==> src/rtl/cpu_defs_pkg.sv <==
// Definitions shared by fetch, the prefetch queue and decode: word and opcode
// widths, the NOP encoding, and the opcode extraction rule.
package cpu_defs;

    localparam int WORD_W = 16;
    localparam int OPC_W  = 4;

    localparam logic [WORD_W-1:0] NOP_WORD = 16'h0000;

    function automatic logic [OPC_W-1:0] opcode_of(input logic [WORD_W-1:0] word);
        return word[WORD_W-1 -: OPC_W];
    endfunction

endpackage

==> src/rtl/ir_prefetch_queue_ptr_counter.sv <==
// Modulo-DEPTH pointer with synchronous clear and increment; clear wins.
module ptr_counter #(
    parameter int DEPTH = 4
) (
    input  logic                     clk,
    input  logic                     rst,
    input  logic                     clr,
    input  logic                     inc,
    output logic [$clog2(DEPTH)-1:0] ptr
);

    localparam int AW = $clog2(DEPTH);

    logic [AW-1:0] r_ptr;

    // DEPTH is a power of two, so natural overflow of AW bits is the wrap.
    always_ff @(posedge clk or posedge rst) begin
        if (rst) begin
            r_ptr <= '0;
        end else if (clr) begin
            r_ptr <= '0;
        end else if (inc) begin
            r_ptr <= r_ptr + AW'(1);
        end
    end

    assign ptr = r_ptr;

endmodule

==> src/rtl/ir_prefetch_queue.sv <==
// DEPTH-entry instruction prefetch queue between fetch and decode, with flush
// on taken branches and the head word/opcode presented to decode continuously.
module ir_prefetch_queue #(
    parameter int WIDTH = cpu_defs::WORD_W,
    parameter int DEPTH = 4,
    parameter int OPC_W = cpu_defs::OPC_W
) (
    input  logic                     clk,
    input  logic                     rst,
    input  logic                     flush,
    input  logic                     in_valid,
    output logic                     in_ready,
    input  logic [WIDTH-1:0]         in_data,
    output logic                     out_valid,
    input  logic                     out_ready,
    output logic [WIDTH-1:0]         out_data,
    output logic [OPC_W-1:0]         opcode,
    output logic [$clog2(DEPTH):0]   count
);

    localparam int AW = $clog2(DEPTH);
    localparam int CW = AW + 1;

    // Handshakes: a transfer happens on a rising edge where valid and ready are
    // both high. in_ready never depends on out_ready (no full bypass), and
    // both handshakes are void in a flush cycle.

    logic [WIDTH-1:0] r_mem [DEPTH];
    logic [CW-1:0]    r_count;
    logic [AW-1:0]    w_wr_ptr;
    logic [AW-1:0]    w_rd_ptr;
    logic             w_push;
    logic             w_pop;

    assign in_ready  = (r_count < CW'(DEPTH)) & ~flush & ~rst;
    assign out_valid = (r_count != '0);

    assign w_push = in_valid & in_ready;
    assign w_pop  = out_valid & out_ready;

    ptr_counter #(.DEPTH(DEPTH)) u_wr_ptr (
        .clk (clk),
        .rst (rst),
        .clr (flush),
        .inc (w_push),
        .ptr (w_wr_ptr)
    );

    ptr_counter #(.DEPTH(DEPTH)) u_rd_ptr (
        .clk (clk),
        .rst (rst),
        .clr (flush),
        .inc (w_pop),
        .ptr (w_rd_ptr)
    );

    always_ff @(posedge clk) begin
        if (w_push) begin
            r_mem[w_wr_ptr] <= in_data;
        end
    end

    always_ff @(posedge clk or posedge rst) begin
        if (rst) begin
            r_count <= '0;
        end else if (flush) begin
            r_count <= '0;
        end else if (w_push && !w_pop) begin
            r_count <= r_count + CW'(1);
        end else if (w_pop && !w_push) begin
            r_count <= r_count - CW'(1);
        end
    end

    // Empty queue shows the NOP encoding so decode never acts on stale storage.
    assign out_data = out_valid ? r_mem[w_rd_ptr] : WIDTH'(cpu_defs::NOP_WORD);
    assign opcode   = out_data[WIDTH-1 -: OPC_W];
    assign count    = r_count;

endmodule

==> config.mk <==
export PLATFORM = sky130hd
export DESIGN_NAME = ir_prefetch_queue
export DESIGN_NICKNAME = d
export VERILOG_FILES = /design/src/rtl/cpu_defs_pkg.sv /design/src/rtl/ir_prefetch_queue_ptr_counter.sv /design/src/rtl/ir_prefetch_queue.sv
export SDC_FILE = /design/constraint.sdc
export NUM_CORES = 1
export LEC_CHECK = 0
export ABC_AREA = 0
export CORE_MARGIN = 2
export CORE_UTILIZATION = 43
export DETAILED_ROUTE_END_ITERATION = 8
export PLACE_DENSITY = 0.67
export SLEW_MARGIN = 40
export SYNTH_ARGS = -nofsm -noshare
export SYNTH_HDL_FRONTEND = slang
export SYNTH_SLANG_ARGS = --single-unit
==> constraint.sdc <==
create_clock -name clk -period 2.4 [get_ports clk]
set_clock_uncertainty 0.05 [all_clocks]
set_input_delay 0.48 -clock clk [delete_from_list [all_inputs] [get_ports clk]]
set_output_delay 0.48 -clock clk [all_outputs]
set_load 0.01 [all_outputs]
==> run_results.csv <==
group,metric,value,unit
yosys,yosysWarnings,0,
yosys,synth-seq-cells,71,
run,drv_cap,0,
timing,rsz0062_at_grt,"false",
grt,grt_max_degree,18,
layout,regArea,2100,sq um
routing,drt_iter0_markers,69,
worst_setup_path,path_class,"register to output port",
power,power.ir.vdd_worst,0.455,mV
worst_setup_path,critical_path_peak_fanout,8,
timing,final.period_utilization,0.972,
yosys,netlist_area,2940,sq um
layout,multi_input_area,763,sq um
yosys,async_flop_share,0.0986,
routing,drcViolationCount,0,
timing,clock.fmax,0.429,GHz
yosys,yosysUniqueCellTypes,29,
clock_tree,h-tree-depth,3,
routing,vias,1577,
clock_tree,cts_tree,"built",
grt,track_usage,0.156,
routing,wl_per_cell,17.5,um
timing,fin_setup_tns,0,ps
grt,grt_overflow,0,
layout,area_growth,27.6,%
yosys,syn_area_per_cell,18.9,sq um
die,core,6720,sq um
outcome,outcome,"completed",
place,io_buffers,45,
yosys,ys_seq_area_frac,0.712,
yosys,synth_nets,182,
power,power_leakage,1.31,nW
place,dpl.hpwl,3540,um
clock_tree,clock_latency,330,ps
worst_setup_path,end_kind,"output port",
routing,ant_nets,0,
timing,finalMaxSlewViolations,0,
routing,via_per_inst,5.22,
timing,timing.final.setup_violations,0,
power,power_frac_seq,0.398,
clock_tree,clock-sinks,71,
die,rows,30,
yosys,syn_inst,156,
power,p_sw,1.03,mW
die,dieWidth,86.7,um
worst_setup_path,slowest_delay,480,ps
worst_setup_path,crit_slowest_cell,"mux4_2",
yosys,synth_edf_count,64,
clock_tree,cts_root_buf,"clkbuf_8",
layout,n_antenna_cell,0,
die,die_h,86.7,um
worst_setup_path,startpoint_type,"register",
place,dp.cells,284,
power,power.density,989,nW/um^2
worst_hold_path,min_path_type,"input pin to asynchronous set/reset pin",
power,pwr-share-comb,0.306,
grt,grt_pass1_wl,8380,um
routing,wl,5290,um
timing,period_needed,2330,ps
layout,fillers,527,
timing,worst_hold_slack,459,ps
grt,grt_antenna_before_repair,0,
layout,final_cells,302,
die,start_util,0.438,
die,dieArea,7520,sq um
power,p_total,3.72,mW
power,power.internal,2.69,mW
clock_tree,cts.path.max_buffers,2,
routing,first_pass_iters,4,
grt,grt_pass1_vias,1645,
worst_setup_path,path_cells,"buf_16 -> mux4_2 -> nor2b_1 -> clkdlybuf4s15_1",
clock_tree,cts_buffers,9,
power,switching_share,0.277,
timing,finalHoldViolations,0,
power,p_clk_frac,0.297,
worst_setup_path,worstPathArrival,1800,ps
place,gp_congestion,0.824,
timing,worst_pin_slew,504,ps
timing,maxSlewHeadroom,0.662,
clock_tree,path_clk_slew,70,ps
die,ios,46,
yosys,synthFlopType,"edfxtp_1",
worst_setup_path,required,1870,ps
layout,drive_gt1_frac,0.324,
layout,fin_nets,243,
worst paths after layout:
path | end | cells past startpoint | slack [ps] | startpoint
worst max-delay path | out_data[3] | 4 | 70 | u_rd_ptr.ptr[0]
worst min-delay path | count[1] | 2 | 460 | rst
worst max register to register | count[2] | 6 | 230 | count[1]
worst min register to register | u_rd_ptr.ptr[1] | 2 | 560 | u_rd_ptr.ptr[1]
max in group asynchronous | count[0] | 2 | 1600 | rst
min in group clk | u_rd_ptr.ptr[1] | 2 | 560 | u_rd_ptr.ptr[1]
flip-flops by register name (all words and copies together), names as in the netlist:
| register | count |
|---|---|
| count | 3 |
| r_mem | 64 |
| u_rd_ptr.ptr | 2 |
| u_wr_ptr.ptr | 2 |
Yosys cell counts (2+ instances only):
cell       n  area share
nor2b_1   16       0.034
inv_1      5      0.0064
xor2_1     3      0.0089
dfrtp_1    7       0.059
ha_1       4       0.017
nor2_1     5      0.0064
or4_1      2      0.0051
nand2_1    3      0.0038
buf_2      3      0.0051
mux4_2    16        0.12
edfxtp_1  64        0.65
clkbuf_1   2      0.0026
and2_1     5       0.011
buf_4      6       0.015
layer usage:
metal | wire (um) | track usage | vias to the layer above | part of all wire
li1 | - | - | 724 | -
met1 | 2220 | 0.185 | 804 | 0.42
met2 | 2740 | 0.259 | 40 | 0.52
met3 | 207 | 0.0438 | 9 | 0.039
met4 | 120 | 0.0852 | 0 | 0.023
met5 | 0 | 0 | - | 0
critical path: cells and delay by family (launching register included):
family	cells	cell delay [ps]
flip-flops	1	440
AND/OR/NAND/NOR	1	140
buffers and inverters	2	390
multiplexers	1	480
cells in the final DEF, fill, tap and decap left out:
cell type / netlist / layout
clkinvlp_4: 0 / 1
mux4_2: 16 / 16
xor2_1: 3 / 3
buf_6: 0 / 1
nor4b_4: 1 / 1
nor2_1: 5 / 5
o31ai_1: 1 / 1
mux2_2: 1 / 1
nor3_1: 1 / 1
buf_4: 6 / 12
clkbuf_8: 0 / 9
o31ai_2: 1 / 1
mux2i_1: 1 / 1
o32ai_1: 1 / 1
inv_2: 1 / 1
nand2_1: 3 / 3
dfrtp_1: 7 / 4
buf_16: 0 / 1
clkbuf_2: 0 / 17
and2_1: 5 / 5
ha_1: 4 / 4
fa_1: 1 / 1
nand3_1: 1 / 1
nand3b_1: 1 / 1
dfrtp_2: 0 / 3
inv_1: 5 / 5
bufinv_16: 0 / 3
clkinv_2: 0 / 2
a31oi_1: 1 / 1
buf_12: 0 / 2
or4_1: 2 / 2
nor2b_1: 16 / 16
clkdlybuf4s15_1: 0 / 3
o311ai_0: 1 / 1
edfxtp_1: 64 / 64
nor3_4: 0 / 1
clkinv_1: 0 / 1
o211ai_1: 1 / 1
clkdlybuf4s50_1: 0 / 25
what timing repair did:
item                                   in CTS  in global routing
cloned                                      1                  0
gates resized for setup                    40                 23
setup endpoints to repair                  21                 19
buffers inserted                            1                  0
endpoints found under the hold margin       0                  0
hold buffers                                0                  0
through the flow:
step,worst slack [ps],area [sq um],util
5_1_grt,0.548,3760,0.559
3_3_place_gp,111,3560,0.529
6_report,67.8,3760,0.559
4_1_cts,-35.7,3830,0.570
3_5_place_dp,-12.9,3560,0.529
2_1_floorplan,240,2940,-
final cells by class:
type                            count  share of cell area
Inverter                            6             0.00600
Tap cell                           80              0.0266
Multi-Input combinational cell     68               0.203
Clock buffer                        9              0.0330
Timing Repair Buffer               61               0.142
Sequential cell                    71               0.559
Clock inverter                      7              0.0296
power by group through the flow:
stage	clock network (mW)	logic (mW)	registers (mW)
final	1.10	1.14	1.48
after global routing	1.18	1.23	1.49
after CTS	1.13	1.21	1.47
after detailed placement	0	1.23	1.49
after global placement	0	1.20	1.48
after floorplan	0	0.673	1.47
kinds of logic (layout without fill, tap and decap cells):
kind of cell | Yosys count | count (layout) | share of synthesized area
AOI/OAI and AO/OA | 6 | 6 | 0.0174
xor gates and xnor gates | 3 | 3 | 0.00893
adders and majority gates | 5 | 5 | 0.0238
buffers and inverters | 17 | 83 | 0.0306
DFF | 71 | 71 | 0.712
muxes | 18 | 18 | 0.130
and+or+nand+nor | 36 | 36 | 0.0773
No activity file was read; power rests on OpenSTA's default activity.
